===== config.mk =====
export PLATFORM = sky130hd
export DESIGN_NAME = wave_adsr_synth
export DESIGN_NICKNAME = d
export VERILOG_FILES = /design/src/rtl/wave_adsr_synth.sv
export SDC_FILE = /design/constraint.sdc
export NUM_CORES = 1
export LEC_CHECK = 0
export BUFFER_PORTS_ARGS = -buffer_cell sky130_fd_sc_hd__buf_4
export CORE_MARGIN = 2
export CORE_UTILIZATION = 60
export CTS_CLUSTER_DIAMETER = 80
export CTS_CLUSTER_SIZE = 30
export DETAILED_ROUTE_END_ITERATION = 10
export HOLD_SLACK_MARGIN = 0.03
export PLACE_DENSITY = 0.94
export SYNTH_ARGS = -nofsm -noshare
export SYNTH_HDL_FRONTEND = slang
export SYNTH_SLANG_ARGS = --single-unit

===== constraint.sdc =====
create_clock -name clk -period 6.55 [get_ports clk]
set_clock_uncertainty 0.05 [all_clocks]
set_input_delay 0.3275 -clock clk [delete_from_list [all_inputs] [get_ports clk]]
set_output_delay 0.3275 -clock clk [all_outputs]
set_load 0.005 [all_outputs]

===== src/rtl/wave_adsr_synth.sv =====
// rtl/wave_adsr_synth.sv - phase-accumulator oscillator with ADSR envelope and enveloped output
module wave_adsr_synth #(
  parameter int DATA_W    = 8,
  parameter int PHASE_W   = 16,
  parameter int HARD_SYNC = 1
) (
  input  logic               clk,
  input  logic               reset,
  input  logic               gate,
  input  logic [1:0]         wave_type,
  input  logic [PHASE_W-1:0] freq_inc,
  input  logic [DATA_W-1:0]  duty,
  input  logic [DATA_W-1:0]  attack_rate,
  input  logic [DATA_W-1:0]  decay_rate,
  input  logic [DATA_W-1:0]  release_rate,
  input  logic [DATA_W-1:0]  sustain_level,
  output logic [DATA_W-1:0]  wave_out,
  output logic [DATA_W-1:0]  env_out,
  output logic [2:0]         env_state,
  output logic               busy
);

  localparam logic [2:0] S_IDLE    = 3'd0;
  localparam logic [2:0] S_ATTACK  = 3'd1;
  localparam logic [2:0] S_DECAY   = 3'd2;
  localparam logic [2:0] S_SUSTAIN = 3'd3;
  localparam logic [2:0] S_RELEASE = 3'd4;

  localparam logic [DATA_W-1:0] ENV_MAX = {DATA_W{1'b1}};

  logic [PHASE_W-1:0]  phase_q, phase_d;
  logic                gate_q;
  logic [DATA_W-1:0]   env_q, env_d;
  logic [2:0]          state_q, state_d;
  logic [DATA_W-1:0]   wave_q, wave_d;

  logic                gate_rise;
  logic [DATA_W-1:0]   p;
  logic [DATA_W-1:0]   raw;
  logic [2*DATA_W-1:0] prod;

  // One extra bit on envelope arithmetic exposes carry/borrow so the envelope saturates
  logic [DATA_W:0]     att_sum;
  logic [DATA_W:0]     dec_diff;
  logic [DATA_W:0]     rel_diff;
  logic                att_full;
  logic                dec_done;
  logic                rel_done;

  assign gate_rise = gate & ~gate_q;
  assign p         = phase_q[PHASE_W-1 -: DATA_W];

  // Raw waveform from the top phase bits; the falling half of the triangle
  // uses the inverted phase so the ramp mirrors about the midpoint (peak 2^DATA_W-2)
  always_comb begin
    raw = '0;
    case (wave_type)
      2'd0:    raw = p[DATA_W-1] ? {~p[DATA_W-2:0], 1'b0} : {p[DATA_W-2:0], 1'b0};
      2'd1:    raw = (p < duty) ? ENV_MAX : '0;
      2'd2:    raw = p;
      default: raw = '0;
    endcase
  end

  assign prod   = {{DATA_W{1'b0}}, raw} * {{DATA_W{1'b0}}, env_q};
  assign wave_d = prod[2*DATA_W-1:DATA_W];

  // Phase advances every cycle; a note-on optionally restarts the cycle at zero
  always_comb begin
    phase_d = phase_q + freq_inc;
    if ((HARD_SYNC != 0) && gate_rise) begin
      phase_d = '0;
    end
  end

  assign att_sum  = {1'b0, env_q} + {1'b0, attack_rate};
  assign dec_diff = {1'b0, env_q} - {1'b0, decay_rate};
  assign rel_diff = {1'b0, env_q} - {1'b0, release_rate};

  // A zero rate means "jump straight to the segment target"
  assign att_full = (attack_rate == '0) || (att_sum >= {1'b0, ENV_MAX});
  assign dec_done = (decay_rate == '0) || dec_diff[DATA_W] ||
                    (dec_diff[DATA_W-1:0] <= sustain_level);
  assign rel_done = (release_rate == '0) || rel_diff[DATA_W] ||
                    (rel_diff[DATA_W-1:0] == '0);

  // Envelope FSM; a note-off leaves the level untouched for the transition cycle
  always_comb begin
    state_d = state_q;
    env_d   = env_q;
    case (state_q)
      S_IDLE: begin
        env_d = '0;
        if (gate_rise) begin
          state_d = S_ATTACK;
        end
      end
      S_ATTACK: begin
        if (!gate) begin
          state_d = S_RELEASE;
        end else if (att_full) begin
          env_d   = ENV_MAX;
          state_d = S_DECAY;
        end else begin
          env_d = att_sum[DATA_W-1:0];
        end
      end
      S_DECAY: begin
        if (!gate) begin
          state_d = S_RELEASE;
        end else if (dec_done) begin
          env_d   = sustain_level;
          state_d = S_SUSTAIN;
        end else begin
          env_d = dec_diff[DATA_W-1:0];
        end
      end
      S_SUSTAIN: begin
        if (!gate) begin
          state_d = S_RELEASE;
        end else begin
          env_d = sustain_level;
        end
      end
      S_RELEASE: begin
        if (gate_rise) begin
          state_d = S_ATTACK;
        end else if (rel_done) begin
          env_d   = '0;
          state_d = S_IDLE;
        end else begin
          env_d = rel_diff[DATA_W-1:0];
        end
      end
      default: begin
        env_d   = '0;
        state_d = S_IDLE;
      end
    endcase
  end

  // State registers, cleared immediately by reset
  always_ff @(posedge clk or posedge reset) begin
    if (reset) begin
      phase_q <= '0;
      gate_q  <= 1'b0;
      env_q   <= '0;
      state_q <= S_IDLE;
      wave_q  <= '0;
    end else begin
      phase_q <= phase_d;
      gate_q  <= gate;
      env_q   <= env_d;
      state_q <= state_d;
      wave_q  <= wave_d;
    end
  end

  assign wave_out  = wave_q;
  assign env_out   = env_q;
  assign env_state = state_q;
  assign busy      = (state_q != S_IDLE);

endmodule


* After elaboration in Yosys (flattened, before gate mapping)
Cells that the tools add are included.
Widths: inputs -> output; s select.
** Storage, ports and cells
- Input port bits :: 61
- Output and inout bits :: 20
- Word-level logic and storage cells :: 66
- Bits in registers :: 36
** Operators by class
- Bitwise operators :: 3
- Magnitude comparators :: 3
- Reduce and logical (&&, ||, !) cells :: 14
- Add/subtract/negate cells :: 4
- Eq/ne operators :: 15
- Multipliers :: 1
- Muxes and demuxes :: 21
** Operators with widths (number)
- $mux 8 :: 9
- $logic_not 8->1 :: 4
- $pmux 8 s4 :: 1
- $mux 3 :: 8
- $pmux 8 s3 :: 1
- $sub 8x8->9 :: 2
- $add 16x16->16 :: 1
- $mul 8x8->16 :: 1
- $mux 16 :: 1
- $pmux 3 s5 :: 1
- $ne 2x2->1 const B :: 6
- $add 8x8->9 :: 1
- $ge 9x8->1 const B :: 1
- $ne 3x3->1 const B :: 3
- $le 8x8->1 :: 1
- $lt 8x8->1 :: 1
- $not 7->7 :: 1
- $eq 3x2->1 const B :: 2
- $logic_or 1x1->1 :: 5
- $reduce_and 5->1 :: 1
- $reduce_and 4->1 :: 1
- $eq 3x1->1 const B :: 1
- $eq 3x3->1 const B :: 1
- $logic_not 3->1 :: 1
- 6 further kinds :: 6

* Longest topological paths before layout
- Word-level depth :: 6
- Depth in mapped cells :: 25
- Gate-level depth less buffers :: 24

* Worst setup path before layout
OpenSTA, ideal clock, no wires.
- Kind :: reg2reg
- Start point :: register phase_q[10]
- End point :: register wave_q[6] (netlist: wave_out[6])
- Data required time :: 6.372 ns
- Library setup time :: 0.128 ns
- Period minus slack after synthesis :: 5.936 ns
- Arrival :: 5.758 ns
- Stages on the path, launching flop included :: 22
- Path buffers :: 1
- Setup slack :: 0.614 ns
- Cells stage by stage :: dfrtp_1 ha_1 a211o_1 a31oi_1 o21ai_0 clkbuf_1 o21a_1 o21ai_0 nand2_1 fa_1 fa_1 inv_1 fa_1 fa_1 ha_1 a2111oi_0 a211oi_1 a41oi_1 o211ai_1 a41oi_1 o21bai_1 xor2_1
** Between the ends
- Longest elaborated chain between the ends :: 4
- Elaborated cells between the ends (all ways) :: 6
- Classes of those cells :: mul: 1; order compare: 1; mux: 3; bitwise: 1
** RTL lines
- from (decl) :: RTL line 31 : logic [PHASE_W-1:0] phase_q, phase_d;
- from (signal assigned) :: RTL line 151 : phase_q <= phase_d;
- $lt 8x8->1 / $not 7->7 (equally long branches) :: RTL line 59, 58
- $mux 8 (on tied branches) :: RTL line 59, 58
- $pmux 8 s3 * :: RTL line 57 : case (wave_type)
- $mul 8x8->16 * :: RTL line 65 : assign prod = {{DATA_W{1'b0}}, raw} * {{DATA_W{1'b0}}, env_q};
- via prod[14] :: RTL line 40 : logic [2*DATA_W-1:0] prod;
- to (signal assigned) :: RTL line 155 : wave_q <= wave_d;
- to (decl) :: RTL line 35 : logic [DATA_W-1:0] wave_q, wave_d;
The timed path passes the listed nets; every way through them passes the cells marked *.
A chain may end at the register's enable or synchronous reset.

* Worst setup path after layout
Same ends and word-level chain as after synthesis.

==> results_dict.tcl <==
set metrics [dict create \
    cpMostUsedCell "sky130_fd_sc_hd__fa_1" \
    placed_cell_area_um2 6620 \
    final_min_period_over_clock_period_pct 93.9 \
    highest_clock_rate_ghz 0.163 \
    critical_path.n_buffers_inverters 3 \
    finalWirelength_um 15400 \
    placement.setup.worst_slack_ns 0.0631 \
    cts-root-buf "sky130_fd_sc_hd__clkbuf_8" \
    grt_antenna_before_repair 0 \
    cp-start-kind "flip-flop" \
    critical_path.max_fanout 10 \
    slew_headroom_pct 29.3 \
    global_route.usage.met1_pct 37.4 \
    grt_pass1_wl_um 25700 \
    cp_top_delay_family "adder cells" \
    postLayoutCoreUtil_pct 69.8 \
    areaGrowthSynthToFinish_pct 15.0 \
    netlist_instances 670 \
    use_met3_pct 4.14 \
    fp.coreArea_um2 9640 \
    globalRouteTotalUtil_pct 30.8 \
    cts.repair.resized 0 \
    critPathCaptureType "flip-flop" \
    totalPowerFinal_mw 2.68 \
    routed-via-count 5362 \
    place_congestion 0.889 \
    starting_density_pct 60.7 \
    number_of_hold_buffers_added_after_cts 0 \
    io_buffer_count 80 \
    tritoncts "yes" \
    route.detailed.drc 0 \
    crit_path_dat_ns 6.28 \
    timing_worst_setup_path_type "reg2reg" \
    num_antenna_cells 0 \
    die_area_um2 10600 \
    global_route.peak_usage_layer "met2" \
    critPathMaxStageDelay_ns 0.55 \
    setup_violations 0 \
    ir_drop_mv 0.239 \
    p_leak_nw 3.38 \
    hp-class "in2async" \
    worst_path_max_delay_cell "sky130_fd_sc_hd__fa_1" \
    detailedRoute.firstPassIterationCount 6 \
    tritoncts_num_sinks 36 \
    post_cts.repair.setup_buffers 0 \
    die_height_um 103 \
    minimum_clock_period_ns 6.15 \
    drv_slew 0 \
    path_clk_slew_ns 0.09 \
    drtAntennaViolNets 0 \
    final_nets 939 \
    pwr_density_cell_nw_per_um2 399 \
    clockBufferDepth 2 \
    final_hold_viol_count 0 \
    avgViaCountPerCell 6.05 \
    syn_nets 857 \
    drive_gt1_share_pct 15.4 \
    detailed_place_hpwl_um 12300 \
    final.setup.tns_ns 0 \
    ys_ff_latch 36 \
    detailed_route_wire_length_per_cell_um 17.3 \
    post-route-cell-area_um2 6730 \
    ys_async_sr_fraction_pct 100 \
    worstSkewPairLatency_ns 0.30 \
    met2_usage_pct 55.2 \
    rsz0062_at_grt "false" \
    dr.first_iter.drc_count 339 \
    std_cell_rows 36 \
    number_of_max_cap_violations 0 \
    syn-cell-area_um2 5850 \
    synth_area_per_cell_um2 8.73 \
    postSynth.topFlopCell "sky130_fd_sc_hd__dfrtp_1" \
    timing_worst_slew_pin_value_ns 1.05 \
    post_synthesis_cell_type_count 70 \
    number_of_global_route_vias_before_repair 5669 \
    crit_chain "ha_1 -> a211o_1 -> a31oi_1 -> o21ai_1 -> buf_4 -> a21boi_0 -> buf_4 -> nand2b_1 -> fa_1 -> fa_1 -> inv_1 -> fa_1 -> fa_1 -> ha_1 -> a2111oi_2 -> a211oi_1 -> a41oi_1 -> o211ai_1 -> a41oi_2 -> o21bai_1 -> xor2_1" \
    io_pins 81 \
    setup_ws_ns 0.400 \
    result_of_the_run "finished clean" \
    grt_start_max_net_pins 37 \
    synthesis.yosys.warnings 0 \
    cts_h_tree_depth 2 \
    dieWidth_um 103 \
    globalRouteOverflowTotal 0 \
    cp_data_required_time_ns 6.68 \
    number_of_enable_type_register_cells_in_the_synthesized_netlist 0 \
    tritoncts.num_buffers 5 \
    sequential_share_of_the_synthesized_area_pct 15.4 \
]
==> kinds of logic after synthesis <==
| logic type | synth area share [%] |
|---|---|
| muxes | 1.71 |
| buffers and inverters | 6.57 |
| adders and majority gates | 32.0 |
| DFF | 15.4 |
| and+or+nand+nor | 19.2 |
| xor gates and xnor gates | 5.54 |
| AOI/OAI and AO/OA | 19.7 |
==> report_power, final <==
group,total [mW],internal (mW),leakage [nW],switching [mW]
clock,0.180,0.0862,0.0516,0.0940
sequential,0.483,0.315,0.459,0.169
combinational,2.02,0.909,2.87,1.11
total,2.68,1.31,3.38,1.37
==> layout make-up <==
cell class	count	area [um2]
Clock buffer	6	82.6
Clock inverter	2	13.8
Fill cell	743	2910
Inverter	91	342
Multi-Input combinational cell	532	4580
Sequential cell	36	901
Tap cell	133	166
Timing Repair Buffer	86	646
==> layer usage <==
layer,part of all wire [%],vias to the layer above
met1,39,2589
met2,52,226
met3,7.1,45
met4,2.7,0
li1,-,2502
met5,0,-
==> worst paths after layout <==
path / endpoint / slack [ns] / cells after the start / startpoint
max in group asynchronous: wave_out[0]$_DFF_PP0_ / 6.02 / 3 / reset
min in group clk: gate_q$_DFF_PP0_ / 0.16 / 1 / gate
worst max-delay path: wave_out[6]$_DFF_PP0_ / 0.40 / 21 / phase_q[10]$_DFF_PP0_
worst max register to register: wave_out[6]$_DFF_PP0_ / 0.40 / 21 / phase_q[10]$_DFF_PP0_
worst min register to register: phase_q[0]$_DFF_PP0_ / 0.55 / 2 / phase_q[0]$_DFF_PP0_
worst min-delay path: phase_q[6]$_DFF_PP0_ / 0.1 / 3 / reset
==> cell usage in the layout (no fill, tap or decap), drive strengths merged, types with 4 or more instances in the layout <==
master / netlist / final
inv: 91 / 92
nand2: 23 / 23
a21oi: 30 / 30
xnor2: 26 / 26
ha: 87 / 87
and2: 11 / 11
nor2: 46 / 46
nand3: 12 / 12
a21o: 10 / 10
nor2b: 44 / 44
nand2b: 22 / 22
a2111oi: 5 / 5
o211ai: 10 / 10
o21bai: 7 / 7
buf: 2 / 86
xor2: 11 / 11
nor4: 6 / 6
mux2i: 10 / 10
and3: 5 / 5
nor3: 17 / 17
a211o: 4 / 4
clkbuf: 9 / 6
dfrtp: 36 / 36
fa: 39 / 39
o21ai: 32 / 32
o21a: 14 / 14
a211oi: 7 / 7
==> cell usage after synthesis (4+ instances only) <==
cell	instances	area share [%]
sky130_fd_sc_hd__nand3_1	12	1.0
sky130_fd_sc_hd__fa_1	39	13
sky130_fd_sc_hd__clkbuf_1	9	0.58
sky130_fd_sc_hd__ha_1	87	19
sky130_fd_sc_hd__o21ai_0	29	2.5
sky130_fd_sc_hd__nand2_1	23	1.5
sky130_fd_sc_hd__xnor2_1	26	3.9
sky130_fd_sc_hd__a21o_1	10	1.3
sky130_fd_sc_hd__nand2b_1	21	2.2
sky130_fd_sc_hd__nor3_1	17	1.5
sky130_fd_sc_hd__and3_1	5	0.53
sky130_fd_sc_hd__a21oi_1	29	2.5
sky130_fd_sc_hd__o21a_1	14	1.8
sky130_fd_sc_hd__o211ai_1	10	1.3
sky130_fd_sc_hd__nor2b_1	44	4.7
sky130_fd_sc_hd__mux2i_1	10	1.7
sky130_fd_sc_hd__o21bai_1	6	0.77
sky130_fd_sc_hd__a211o_1	4	0.60
sky130_fd_sc_hd__a211oi_1	5	0.64
sky130_fd_sc_hd__dfrtp_1	36	15
sky130_fd_sc_hd__and2_1	11	1.2
sky130_fd_sc_hd__inv_1	91	5.8
sky130_fd_sc_hd__nor2_1	46	3.0
sky130_fd_sc_hd__xor2_1	11	1.6
sky130_fd_sc_hd__nor4_1	5	0.53
==> worst reg2reg max path: cells and delay by family (launching register included) <==
family	cells	cell delay (ns)
fa+ha+maj	6	2.78
compound gates	10	2.01
buf+inv	3	0.45
flops	1	0.44
simple gates	1	0.18
xor+xnor	1	0.14
==> flip-flops by register name, summed over array words and instances (netlist names) <==
register,flops
phase_q,16
env_out,8
wave_out,8
env_state,3
gate_q,1
==> per-stage QoR <==
step / hold WS (ns) / instances
after floorplan: 0.309 / 670
after global placement: 0.423 / 878
after detailed placement: 0.434 / 878
after CTS: 0.108 / 886
after global routing: 0.138 / 886
final: 0.0974 / 886
(Power assumes the default switching activity.)
